File: src/rtl/ras_driver_pkg.sv
// Shared CPU definitions for the return-address-stack producer: RAS entry
// type, control-transfer classes, MIPS opcode fields and FSM states.
package ras_driver_pkg;

  typedef struct packed {
    logic        valid;
    logic [32:0] data;
  } ras_t;

  typedef enum logic [1:0] {
    CTI_NONE,
    CTI_CALL,
    CTI_RET,
    CTI_OTHER
  } cti_kind_e;

  typedef enum logic [1:0] {
    IDLE,
    DS_CALL,
    DS_RET,
    DS_OTHER
  } ras_state_e;

  localparam logic [5:0] OP_SPECIAL = 6'b000000;
  localparam logic [5:0] OP_REGIMM  = 6'b000001;
  localparam logic [5:0] OP_J       = 6'b000010;
  localparam logic [5:0] OP_JAL     = 6'b000011;
  localparam logic [5:0] OP_BEQ     = 6'b000100;
  localparam logic [5:0] OP_BNE     = 6'b000101;
  localparam logic [5:0] OP_BLEZ    = 6'b000110;
  localparam logic [5:0] OP_BGTZ    = 6'b000111;
  localparam logic [5:0] OP_BEQL    = 6'b010100;
  localparam logic [5:0] OP_BNEL    = 6'b010101;
  localparam logic [5:0] OP_BLEZL   = 6'b010110;
  localparam logic [5:0] OP_BGTZL   = 6'b010111;

  localparam logic [5:0] FN_JR      = 6'b001000;
  localparam logic [5:0] FN_JALR    = 6'b001001;

  localparam logic [4:0] RT_BLTZ    = 5'b00000;
  localparam logic [4:0] RT_BGEZ    = 5'b00001;
  localparam logic [4:0] RT_BLTZL   = 5'b00010;
  localparam logic [4:0] RT_BGEZL   = 5'b00011;
  localparam logic [4:0] RT_BLTZAL  = 5'b10000;
  localparam logic [4:0] RT_BGEZAL  = 5'b10001;
  localparam logic [4:0] RT_BLTZALL = 5'b10010;
  localparam logic [4:0] RT_BGEZALL = 5'b10011;

  localparam logic [4:0] REG_RA     = 5'd31;

endpackage

File: src/rtl/ras_predecode.sv
// Combinational classifier of a MIPS instruction word into call, return,
// other control transfer, or none.
module ras_predecode
  import ras_driver_pkg::*;
(
  input  logic [31:0] if_instr,
  output cti_kind_e   kind
);

  logic [5:0] op;
  logic [4:0] rs;
  logic [4:0] rt;
  logic [4:0] rd;
  logic [5:0] funct;
  logic [4:0] unused_shamt;

  assign op           = if_instr[31:26];
  assign rs           = if_instr[25:21];
  assign rt           = if_instr[20:16];
  assign rd           = if_instr[15:11];
  assign funct        = if_instr[5:0];
  assign unused_shamt = if_instr[10:6];

  always_comb begin
    kind = CTI_NONE;
    case (op)
      OP_SPECIAL: begin
        if (funct == FN_JR)
          kind = (rs == REG_RA) ? CTI_RET : CTI_OTHER;
        else if (funct == FN_JALR)
          kind = (rd != '0) ? CTI_CALL : CTI_OTHER;
      end
      OP_REGIMM: begin
        case (rt)
          RT_BLTZAL, RT_BGEZAL: kind = CTI_CALL;
          // Link-likely forms are not tracked as calls.
          RT_BLTZ, RT_BGEZ, RT_BLTZL, RT_BGEZL,
          RT_BLTZALL, RT_BGEZALL: kind = CTI_OTHER;
          default: kind = CTI_NONE;
        endcase
      end
      OP_JAL: kind = CTI_CALL;
      OP_J, OP_BEQ, OP_BNE, OP_BLEZ, OP_BGTZ,
      OP_BEQL, OP_BNEL, OP_BLEZL, OP_BGTZL: kind = CTI_OTHER;
      default: kind = CTI_NONE;
    endcase
  end

endmodule

File: src/rtl/ras_driver.sv
// Fetch-stage RAS producer: predecodes accepted instructions, issues registered
// push/pop requests, redirects returns after the delay slot, tracks depth.
module ras_driver
  import ras_driver_pkg::*;
#(
  parameter int unsigned ENTRIES_NUM = 8
) (
  input  logic                               clk,
  input  logic                               resetn,
  input  logic                               flush,
  input  logic                               if_valid,
  input  logic                               if_ready,
  input  logic [31:0]                        if_pc,
  input  logic [31:0]                        if_instr,
  input  ras_t                               ras_top,
  output logic                               push_req,
  output logic                               pop_req,
  output logic [32:0]                        push_data,
  output logic                               pred_valid,
  output logic [31:0]                        pred_target,
  output logic [$clog2(ENTRIES_NUM+1)-1:0]   depth
);

  localparam int unsigned      DW        = $clog2(ENTRIES_NUM + 1);
  localparam logic [DW-1:0]    DEPTH_MAX = DW'(ENTRIES_NUM);

  ras_state_e state_q, state_d;
  cti_kind_e  kind;
  logic       accept;
  logic       hit_q;
  logic       do_push, do_pop, do_redirect;
  logic       unused_top_msb;

  assign accept         = if_valid & if_ready;
  assign unused_top_msb = ras_top.data[32];

  ras_predecode u_predecode (
    .if_instr (if_instr),
    .kind     (kind)
  );

  always_ff @(posedge clk or negedge resetn) begin
    if (!resetn) state_q <= IDLE;
    else         state_q <= state_d;
  end

  // Delay-slot instructions are never classified: any accept in a DS_* state
  // simply returns to IDLE, with DS_RET releasing the captured redirect.
  always_comb begin
    state_d     = state_q;
    do_push     = 1'b0;
    do_pop      = 1'b0;
    do_redirect = 1'b0;
    if (flush) begin
      state_d = IDLE;
    end else if (accept) begin
      case (state_q)
        IDLE: begin
          case (kind)
            CTI_CALL:  begin state_d = DS_CALL; do_push = 1'b1; end
            CTI_RET:   begin state_d = DS_RET;  do_pop  = 1'b1; end
            CTI_OTHER: state_d = DS_OTHER;
            default:   state_d = IDLE;
          endcase
        end
        DS_RET: begin
          state_d     = IDLE;
          do_redirect = hit_q;
        end
        default: state_d = IDLE;
      endcase
    end
  end

  always_ff @(posedge clk or negedge resetn) begin
    if (!resetn) begin
      push_req    <= 1'b0;
      pop_req     <= 1'b0;
      push_data   <= '0;
      pred_valid  <= 1'b0;
      pred_target <= '0;
      hit_q       <= 1'b0;
      depth       <= '0;
    end else begin
      push_req   <= do_push;
      pop_req    <= do_pop;
      pred_valid <= do_redirect;
      if (do_push) push_data <= {1'b0, if_pc + 32'd8};
      if (do_pop) begin
        pred_target <= ras_top.data[31:0];
        hit_q       <= ras_top.valid;
      end
      if (flush)
        depth <= '0;
      else if (do_push && depth != DEPTH_MAX)
        depth <= depth + DW'(1);
      else if (do_pop && depth != '0)
        depth <= depth - DW'(1);
    end
  end

endmodule

File: config.mk
export PLATFORM = sky130hd
export DESIGN_NAME = ras_driver
export DESIGN_NICKNAME = d
export VERILOG_FILES = /design/src/rtl/ras_driver_pkg.sv /design/src/rtl/ras_predecode.sv /design/src/rtl/ras_driver.sv
export SDC_FILE = /design/constraint.sdc
export NUM_CORES = 1
export LEC_CHECK = 0
export BUFFER_PORTS_ARGS = -buffer_cell sky130_fd_sc_hd__buf_2
export CORE_MARGIN = 2
export CORE_UTILIZATION = 40
export CTS_CLUSTER_SIZE = 8
export DETAILED_ROUTE_END_ITERATION = 10
export MAX_ROUTING_LAYER = met4
export PLACE_DENSITY = 0.76
export SYNTH_ARGS = -nofsm -noshare
export SYNTH_HDL_FRONTEND = slang
export SYNTH_SLANG_ARGS = --single-unit
File: constraint.sdc
create_clock -name clk -period 4.5 [get_ports clk]
set_input_delay 0.9 -clock clk [delete_from_list [all_inputs] [get_ports clk]]
set_output_delay 0.9 -clock clk [all_outputs]
set_load 0.01 [all_outputs]
# After elaboration in Yosys (flattened, before gate mapping)
# Memory sizes are Yosys's and may differ from the RTL's.
# Cells that the tools add are included.
dict set report word_totals {
  ff_bits 74
  rom_bits 64
  input_bits 103
  out_inout_bits 72
  wordCells 64
  mem_count 1
}
# name depth width rd rd_ports_with_merged_regs wr line
set mem_list {}
lappend mem_list {{(name not given)} 32 2 1 0 0 ras_predecode.sv:34} ;# case (rt)
dict set report classes {
  n_addsub 3
  n_eq_ne 19
  mux 23
  bitwise_logic 1
  n_reduce_logical 9
}
# op n
set ops {}
lappend ops {{32-bit by 4-bit adder with 32-bit output (second input constant)} 1}
lappend ops {{6-bit by 3-bit == test with 1-bit output (second input constant)} 4}
lappend ops {{6-bit by 5-bit == test with 1-bit output (second input constant)} 4}
lappend ops {{6-bit by 2-bit == test with 1-bit output (second input constant)} 2}
lappend ops {{6-bit by 4-bit == test with 1-bit output (second input constant)} 2}
lappend ops {{1-bit 2-to-1 mux} 12}
lappend ops {{2-bit 2-to-1 mux} 6}
lappend ops {{4-bit 2-to-1 mux} 3}
lappend ops {{9-bit OR reduction} 1}
lappend ops {{2-bit case mux with 4 select lines} 1}
lappend ops {{2-bit == test (second input constant)} 3}
lappend ops {{6-bit by 1-bit == test with 1-bit output (second input constant)} 1}
lappend ops {{6-bit logical NOT} 1}
lappend ops {{2-bit case mux with 3 select lines} 1}
lappend ops {{5-bit == test (second input constant)} 1}
lappend ops {{5-bit nonzero test} 1}
lappend ops {{4-bit by 1-bit adder with 4-bit output (second input constant)} 1}
lappend ops {{4-bit != test (second input constant)} 1}
lappend ops {{4-bit nonzero test} 1}
lappend ops {{4-bit by 1-bit subtractor with 4-bit output (second input constant)} 1}
lappend ops {{3-bit nonzero test} 1}
lappend ops {{2-bit by 1-bit == test with 1-bit output (second input constant)} 1}
lappend ops {{1-bit logical AND} 2}
lappend ops {{2-bit logical NOT} 1}
lappend ops {{other kinds (2)} 2}

# Longest topological paths before layout
# Gate-level depths: netlist of the first run.
dict set report logic_depth {
  depth_word 14
  mapped_depth 13
  depth_no_buf 12
}

# Modules after synthesis
# From an unflattened synthesis of the first run, not the netlist that was laid out.
dict set report hier_totals {
  hier_cells 401
  area_unflattened_um2 3580.9
}
# mod n_inst cells_per_inst area_each_um2 seq_area_each_um2
set modules_own_cells {}
lappend modules_own_cells {ras_driver 1 382 3462.1 1851.8}
lappend modules_own_cells {ras_predecode 1 19 118.9 0.0}

# Least setup slack after synthesis of the first run
# No wires, ideal clock.
dict set report synth_path {
  kind {input to register}
  from {input if_instr[12]}
  to {register depth[3]}
  setup_ns 0.082
  arrival_ns 3.704
  t_required_ns 4.418
  path_slack_ns 0.714
  stages 11
  n_path_buf 0
  path_cell_list {or4_1 o21a_1 o41a_1 nand3_1 clkinv_1 nand2_1 ha_1 a21o_1 a21o_1 or3b_2 a31oi_1}
}
dict set report synth_between {
  elab_chain_cells 13
  elab_cells_between_ends 20
  classes_between {eq/ne (2); mux (14); reduce/logical (4)}
}
# element line
set synth_rtl {}
lappend synth_rtl {{start, declared} ras_driver.sv:14} ;# input logic [31:0] if_instr,
lappend synth_rtl {{5-bit nonzero test *} ras_predecode.sv:31} ;# kind = (rd != '0) ? CTI_CALL : CTI_OTHER;
lappend synth_rtl {{2-bit 2-to-1 mux *} ras_predecode.sv:31}
lappend synth_rtl {{2-bit 2-to-1 mux *} ras_predecode.sv:30} ;# else if (funct == FN_JALR)
lappend synth_rtl {{2-bit 2-to-1 mux *} ras_predecode.sv:28} ;# if (funct == FN_JR)
lappend synth_rtl {{2-bit case mux with 4 select lines *} ras_predecode.sv:26} ;# case (op)
lappend synth_rtl {{2-bit by 1-bit == test with 1-bit output *} ras_driver.sv:59} ;# case (kind)
lappend synth_rtl {{1-bit 2-to-1 mux *} ras_driver.sv:59}
lappend synth_rtl {{1-bit 2-to-1 mux *} ras_driver.sv:57} ;# case (state_q)
lappend synth_rtl {{1-bit 2-to-1 mux *} ras_driver.sv:56} ;# end else if (accept) begin
lappend synth_rtl {{1-bit 2-to-1 mux *} ras_driver.sv:54} ;# if (flush) begin
lappend synth_rtl {{net do_push} ras_driver.sv:31} ;# logic do_push, do_pop, do_redirect;
lappend synth_rtl {{1-bit logical AND *} ras_driver.sv:95} ;# else if (do_push && depth != DEPTH_MAX)
lappend synth_rtl {{4-bit 2-to-1 mux} ras_driver.sv:95}
lappend synth_rtl {{4-bit 2-to-1 mux} ras_driver.sv:93} ;# if (flush)
lappend synth_rtl {{end signal, assigned} ras_driver.sv:96} ;# depth <= depth + DW'(1);
lappend synth_rtl {{end signal, assigned} ras_driver.sv:98} ;# depth <= depth - DW'(1);
lappend synth_rtl {{end, declared} ras_driver.sv:21} ;# output logic [$clog2(ENTRIES_NUM+1)-1:0] depth
# Mark *: on every way through the listed nets, which the timed path passes. The rest lies on a longest branch.
# A chain may end at the register's enable or synchronous reset.

# Worst setup path after layout of the first run
dict set report layout_path {
  from {input if_instr[12]}
  to {register depth[2]}
}
# The elaborated chain is that of the path after synthesis.

==> results.md, run 1 <==
- 74 — FF+latch count, synth
- 0 — total grt overflow
- 1850 µm² — Seq. cell area
- 11 — number of cell instances on the worst register-to-register path
- 8 — maximum fanout along the worst path
- false — RSZ-0062 raised after global routing
- 9 — number of buffers created by CTS
- 38.7% — Max-slew headroom
- sky130_fd_sc_hd__dfrtp_1 — top_reg_cell synth
- 166 — Port Buffer Count
- 100% — proportion of register bits with asynchronous set or reset after synthesis
- 34 — standard-cell rows
- built — clock tree from TritonCTS
- sky130_fd_sc_hd__or4_1 — slowest library cell on the worst path
- 920 ps — slew of the pin with the lowest slew margin
- 0 — number of antenna violations at the first check in global routing
- 47 — count of cell types in the netlist
- 441 — syn_nets
- 175 — I/O Pins
- 79.3% — final cycle utilization of the critical path
- 0 — number of synthesized flops with an enable pin
- 81 — violation count after the first detailed-routing iteration
- 8670 µm — Total Wirelength
- 0 — DRC violation count after routing
- 2 — Worst Hold Depth
- 10.7 µm² — Syn Area/Cell
- 0 — number of diodes added for antenna fixing
- 18.5% — All-Layer GR Usage
- 4 — DR pass1 iterations
- register — Crit. End Element
- 0.136 mV — Max IR drop VDD
- 0 — number of instances resized during post-cts repair
- 0 — final number of setup-violating endpoints
- 3570 ps — clock period minus worst slack
- 0 — quantity of hold-fixing buffers added after cts
- 0.280 GHz — Max Freq
- reg -> reg — class of the tightest hold or removal check
- 14.1 µm — average routed wire per standard cell
- 0 — number of warnings printed during yosys synthesis
- input port — startpoint kind of the worst setup timing path
- 6730 µm — post-DP HPWL
- 3580 µm² — total standard cell area after synthesis
- 5.08 — via count normalized by instance count
- 610 — Nets
- 51.7% — sequential fraction of the synthesis area
- 75 — pin count of the biggest net entering global routing
- 2 — Max Buffers Root-to-Sink
- 9730 µm² — Die ar.
- 98.7 µm — die height
- 1640 µm² — multi-input combinational cell area
- 801 — count of filler cells inserted in the layout
- 44.5% — share of final-layout standard cells stronger than drive strength 1
- 4700 µm² — final standard cell area without fillers
- 0 — number of failing hold endpoints at the final stage
- 3810 ps — arrival time of data at the critical path endpoint
- 0.848 — RD Place Congestion
- completed — status
- 1.51 mW — power after layout
- 4740 ps — required time at the endpoint of the critical path
- 3 — maximum level of the CTS H-tree
- 340 ps — clock latency reported for the late side of the worst-skew pair
- 322 nW/µm² — power per cell area
- 0 ps — total negative slack
- 2.46 nW — reported leakage power
- 0 — post-route ant nets
- 3174 — via count of the first global-routing pass
- 98.7 µm — x dimension of the die
- 8720 µm² — area of the placeable core
- compound AO/OA/AOI/OAI gates — dominant delay contributor by cell family on the critical path
- 31.0% — P&R area growth vs syn
- 334 — Post-Syn Instances
- 0 — Final Max Slew Viols
- 74 — clk sinks
- 3129 — count of vias placed by the detailed router
- buf_2, or4_1, o21a_1, o41a_1, nand3_2, clkinv_1, buf_4, nand2_1, inv_1, fa_1, xor2_1, nor2_1, o31ai_1, a221oi_1 — critical-path cell list
- 14300 µm — global-route wire length before repair
- 510 ps — peak per-stage delay on the critical path
- 4 — buffers and inverters on the worst path
- sky130_fd_sc_hd__dfrtp_1 52%, sky130_fd_sc_hd__mux2_2 11%, sky130_fd_sc_hd__nand2_1 6.1% — leading cell types by total area after synthesis
- 6.47 ps — maximum clock skew at final layout
- 4510 µm² — placed cell area
- 51.7% — share of Yosys cell area claimed by the top area cell type
- 0 — maximum capacitance violations
- sky130_fd_sc_hd__dfrtp_1 — cell taking the most area after synthesis
- 90 ps — post-CTS clock slew at the launch and capture registers of the worst setup and hold paths
- 41.1% — starting utilization of the core area
- 0 — Post-CTS Setup Inserts
- in -> reg — CP Class
- sky130_fd_sc_hd__clkbuf_8 — CTS root buffer
- 14 — cell count along the critical path
-- cells by family (layout without fill, tap and decap cells) --
family / Yosys count / after routing / share of synthesized area [%]
AND/OR/NAND/NOR: 126 / 126 / 17.8
flip-flops: 74 / 74 / 51.7
AO/OA/AOI/OAI: 48 / 48 / 8.62
multiplexers: 34 / 34 / 10.7
XOR/XNOR: 28 / 28 / 6.84
buffers and inverters: 19 / 193 / 2.72
adder cells (fa/ha/maj): 4 / 4 / 1.61
other: 1 / 1 / 0.105
-- where the power goes --
part           switching, mW  internal, mW
clock network          0.267         0.209
registers             0.0347         0.734
logic                  0.141         0.127
total                  0.443          1.07
-- final timing paths --
kind | to | slack [ps] | start
setup / recovery | depth[2]$_DFFE_PN0P_ | 930 | if_instr[12]
hold / removal | push_data[1]$_DFFE_PN0P_ | 480 | push_data[1]$_DFFE_PN0P_
setup reg to reg | depth[3]$_DFFE_PN0P_ | 1750 | state_q[0]$_DFFE_PN0P_
hold reg to reg | push_data[1]$_DFFE_PN0P_ | 480 | push_data[1]$_DFFE_PN0P_
max in group asynchronous | push_data[5]$_DFFE_PN0P_ | 3210 | resetn
min in group asynchronous | pred_target[6]$_DFFE_PN0P_ | 660 | resetn
-- per-layer routing --
| layer | up-vias | GRT usage, % | wire [µm] |
|---|---|---|---|
| li1 | 1519 | - | - |
| met1 | 1468 | 21.8 | 3720 |
| met2 | 131 | 30.9 | 4190 |
| met3 | 11 | 5.60 | 663 |
| met4 | 0 | 5.16 | 95 |
| met5 | - | - | 0 |
-- state kept, by name, indices dropped and copies added (netlist names) --
signal / count
pred_target: 32
push_data: 32
depth: 4
state_q: 2
hit_q: 1
pop_req: 1
pred_valid: 1
push_req: 1
-- through the flow --
| stage | worst slack [ps] | util, % | hold slack, ps | instances |
|---|---|---|---|---|
| 2_1_floorplan | 714 | - | 473 | 334 |
| 3_3_place_gp | 632 | 51.8 | 456 | 600 |
| 6_report | 932 | 53.8 | 480 | 616 |
| 4_1_cts | 941 | 53.8 | 483 | 616 |
| 5_1_grt | 755 | 53.8 | 516 | 616 |
| 3_5_place_dp | 576 | 51.8 | 461 | 600 |
-- synthesized netlist by cell type (all sizes together) (3+ instances only) --
master  number
inv          7
xnor2       11
buf          4
mux2        34
nor3         8
o21ai       29
and3         6
and4         7
dfrtp       74
nand2       58
nand3       11
nor2        12
clkbuf       7
nand4        9
xor2        17
nand2b       3
ha           3
-- tightest hold or removal path, cell delays in order (launching register included) --
cell and delay [ps]:
sky130_fd_sc_hd__dfrtp_1 340, sky130_fd_sc_hd__nand2_1 50, sky130_fd_sc_hd__nand2_1 60
-- layout by cell type, fill, tap and decap left out, types with 9 or more instances in the layout --
cell type	netlist	layout
sky130_fd_sc_hd__buf_2	0	165
sky130_fd_sc_hd__dfrtp_1	74	74
sky130_fd_sc_hd__nand2_1	58	58
sky130_fd_sc_hd__mux2_2	34	34
sky130_fd_sc_hd__o21ai_0	29	29
sky130_fd_sc_hd__xor2_1	17	17
sky130_fd_sc_hd__nor2_1	12	12
sky130_fd_sc_hd__xnor2_1	11	11
sky130_fd_sc_hd__nand4_1	9	9
sky130_fd_sc_hd__nand3_1	10	9
sky130_fd_sc_hd__clkbuf_8	0	9
-- layout make-up --
class	count	share of cell area [%]
Sequential cell	74	39.4
Multi-Input combinational cell	241	34.9
Timing Repair Buffer	169	18.2
Tap cell	108	2.88
Clock buffer	9	2.64
Clock inverter	7	1.25
Inverter	8	0.639
Power figures use the tool's default switching activity.
==> run 2: changes to the inputs <==
Clock period 4.5 ns to 3.6 ns, I/O delays scaled along.
==> run 2 against run 1 <==
- cell count grew 0.49%
- critical path depth down 2
- sequential share of layout area down 0.79 points
- worst hold slack worse by 3.5 ps
- clock skew increased by 2.1 ps
- combinational power increased by 26%
- largest power group unchanged
==> results.md, run 2 (synthesis gave the netlist of run 1 again) <==
- sky130_fd_sc_hd__a21o_1 — Top cell by count, worst path
- 8.58 ps — maximum clock skew at final layout, +2.11 ps
- 0 — DRC violation count after routing, unchanged
- 0 — number of failing hold endpoints at the final stage, unchanged
- 613 — Nets, +0.49%
- 6480 µm — post-DP HPWL, -3.6%
- 0 — number of antenna violations at the first check in global routing, unchanged
- 98.7 µm — die height, unchanged
- 0 — number of instances resized during post-cts repair, unchanged
- 9730 µm² — Die ar., unchanged
- 0.234 mV — Max IR drop VDD, +72%
- 1850 µm² — Seq. cell area, unchanged
- 0 — final number of setup-violating endpoints, unchanged
- 3150 ps — clock period minus worst slack
- simple AND/OR/NAND/NOR gates — dominant delay contributor by cell family on the critical path
- 0 — Final Max Slew Viols, unchanged
- register — Crit. End Element
- state_q[0]$_DFFE_PN0P_ — FF-to-FF Start
- 165 x sky130_fd_sc_hd__buf_2, 74 x sky130_fd_sc_hd__dfrtp_1, 58 x sky130_fd_sc_hd__nand2_1 — commonest non-fill, non-tap cells in the layout
- 2 — Max Buffers Root-to-Sink, unchanged
- 0 — quantity of hold-fixing buffers added after cts, unchanged
- completed — status
- 350 ps — clock latency reported for the late side of the worst-skew pair, about the same
- 795 — count of filler cells inserted in the layout, -0.75%
- 3860 ps — required time at the endpoint of the critical path, -880 ps
- sky130_fd_sc_hd__or4_1 — slowest library cell on the worst path
- in -> reg — CP Class
- 1.54 mW — internal power consumption, +44%
- 3105 — via count of the first global-routing pass, -2.2%
- 8720 µm² — area of the placeable core, unchanged
- 0 — number of diodes added for antenna fixing, unchanged
- built — clock tree from TritonCTS
- 0 — Post-CTS Setup Inserts, unchanged
- 33.7% — P&R area growth vs syn
- 433 nW/µm² — power per cell area, +34%
- 75 — pin count of the biggest net entering global routing, unchanged
- 603 — number of cells in the design after placement, +0.50%
- 2 — buffers and inverters on the worst path, -2
- 5.02 — via count normalized by instance count, -1.1%
- 37.9% — Max-slew headroom, -0.76 points
- 74 — clk sinks, unchanged
- pred_target x32, push_data x32, depth x4 — largest registers
- 175 — I/O Pins, unchanged
- 0.864 — RD Place Congestion, +1.9%
- 98.7 µm — x dimension of the die, unchanged
- 0 — post-route ant nets, unchanged
- 0 ps — total negative slack, unchanged
- 82 — violation count after the first detailed-routing iteration, +1.2%
- 1640 µm² — multi-input combinational cell area, unchanged
- 25.7% — Sw Share, -3.6 points
- 41.1% — starting utilization of the core area, unchanged
- 0.533 mW — Psw, +20%
- push_data[9]$_DFFE_PN0P_ — hold path startpoint
- 9 — number of buffers created by CTS, unchanged
- 13.8 µm — average routed wire per standard cell, -1.9%
- 16.3% — combinational power share, -1.4 points
- 500 ps — peak per-stage delay on the critical path, about the same
- 0 — maximum capacitance violations, unchanged
- 3410 ps — arrival time of data at the critical path endpoint, -400 ps
- 37.5% — Clock Power Share, +6.0 points
- 619 — post-route insts no fill, +0.49%
- 0.318 GHz — Max Freq
- sky130_fd_sc_hd__clkbuf_8 — CTS root buffer
- 46.2% — Seq pwr share, -4.6 points
- buf_2, or4_1, o21a_1, o41a_1, nand3_2, clkinv_2, nand2_1, ha_1, a21o_1, a21o_1, or3b_2, a31oi_1 — critical-path cell list
- 166 — Port Buffer Count, unchanged
- if_instr[12] — beginning of the critical path
- 70 ps — post-CTS clock slew at the launch and capture registers of the worst setup and hold paths, -20 ps
- 34 — standard-cell rows, unchanged
- 44.8% — share of final-layout standard cells stronger than drive strength 1, +0.33 points
- input port — startpoint kind of the worst setup timing path
- 4 — DR pass1 iterations, unchanged
- 87.4% — final cycle utilization of the critical path
- 3 — maximum level of the CTS H-tree, unchanged
- 2.51 nW — reported leakage power, +2.1%
- 0 — total grt overflow, unchanged
- reg -> reg — class of the tightest hold or removal check
- 18.6% — All-Layer GR Usage, +0.12 points
- 932 ps — slew of the pin with the lowest slew margin, +11.4 ps
- 14300 µm — global-route wire length before repair, about the same
- false — RSZ-0062 raised after global routing
- sky130_fd_sc_hd__buf_2 — most common cell after layout, fill and taps aside
- 3109 — count of vias placed by the detailed router, -0.64%
- 8550 µm — Total Wirelength, -1.4%
- 4 — maximum fanout along the worst path, -4
-- run 2: cell types whose count changed in the layout (fill, tap and decap cells not counted) --
cell,change
sky130_fd_sc_hd__clkinv_1,-1
sky130_fd_sc_hd__clkbuf_1,+1
sky130_fd_sc_hd__buf_4,+2
sky130_fd_sc_hd__clkinv_4,+1
sky130_fd_sc_hd__clkinvlp_4,-1
sky130_fd_sc_hd__buf_12,+1
sky130_fd_sc_hd__clkinv_2,+1
sky130_fd_sc_hd__inv_6,-4
sky130_fd_sc_hd__bufinv_16,+3
-- run 2: power by group through the flow --
stage | Sequential, mW | Combinational [mW] | Clock (mW)
after floorplan | 1.02 | 0.103 | 0
after global placement | 0.971 | 0.333 | 0
after detailed placement | 0.975 | 0.344 | 0
after CTS | 0.960 | 0.343 | 0.799
after global routing | 0.972 | 0.376 | 0.839
final | 0.959 | 0.337 | 0.778
-- run 2: metrics by stage --
stage | cell area [µm²] | utilization (%) | power, mW | worst slack, ps | hold slack, ps
after detailed placement | 4550 | 52.2 | 1.32 | 85.5 | 462
after global placement | 4550 | 52.2 | 1.30 | 162 | 455
after CTS | 4790 | 54.9 | 2.10 | 446 | 482
after floorplan | 3590 | - | 1.12 | 63.4 | 424
after global routing | 4790 | 54.9 | 2.19 | 334 | 510
final | 4790 | 54.9 | 2.07 | 454 | 477
-- run 2: worst paths after layout --
path,depth (start not counted),slack (ps),to
worst min register to register,2,480,push_data[9]$_DFFE_PN0P_
worst max-delay path,12,450,depth[3]$_DFFE_PN0P_
worst max register to register,10,1040,depth[3]$_DFFE_PN0P_
min in group asynchronous,1,510,pred_target[8]$_DFFE_PN0P_
worst min-delay path,2,480,push_data[9]$_DFFE_PN0P_
max in group asynchronous,1,2490,pred_target[31]$_DFFE_PN0P_
-- run 2: worst min-delay path, delay by kind of cell, from the launching register on --
family | cells | cell delay (ps)
DFF | 1 | 340
AOI/OAI and AO/OA | 1 | 60
and+or+nand+nor | 1 | 40
-- run 2: final cells by class --
cell class	instances	area share [%]
Clock buffer	10	2.66
Clock inverter	6	2.40
Inverter	8	0.653
Multi-Input combinational cell	241	34.2
Sequential cell	74	38.6
Tap cell	108	2.82
Timing Repair Buffer	172	18.6
-- run 2: layer usage --
| layer | global-route usage, % | wire [µm] |
|---|---|---|
| met4 | 5.69 | 100 |
| met2 | 30.7 | 4060 |
| met5 | - | 0 |
| met3 | 5.25 | 669 |
| met1 | 22.3 | 3720 |
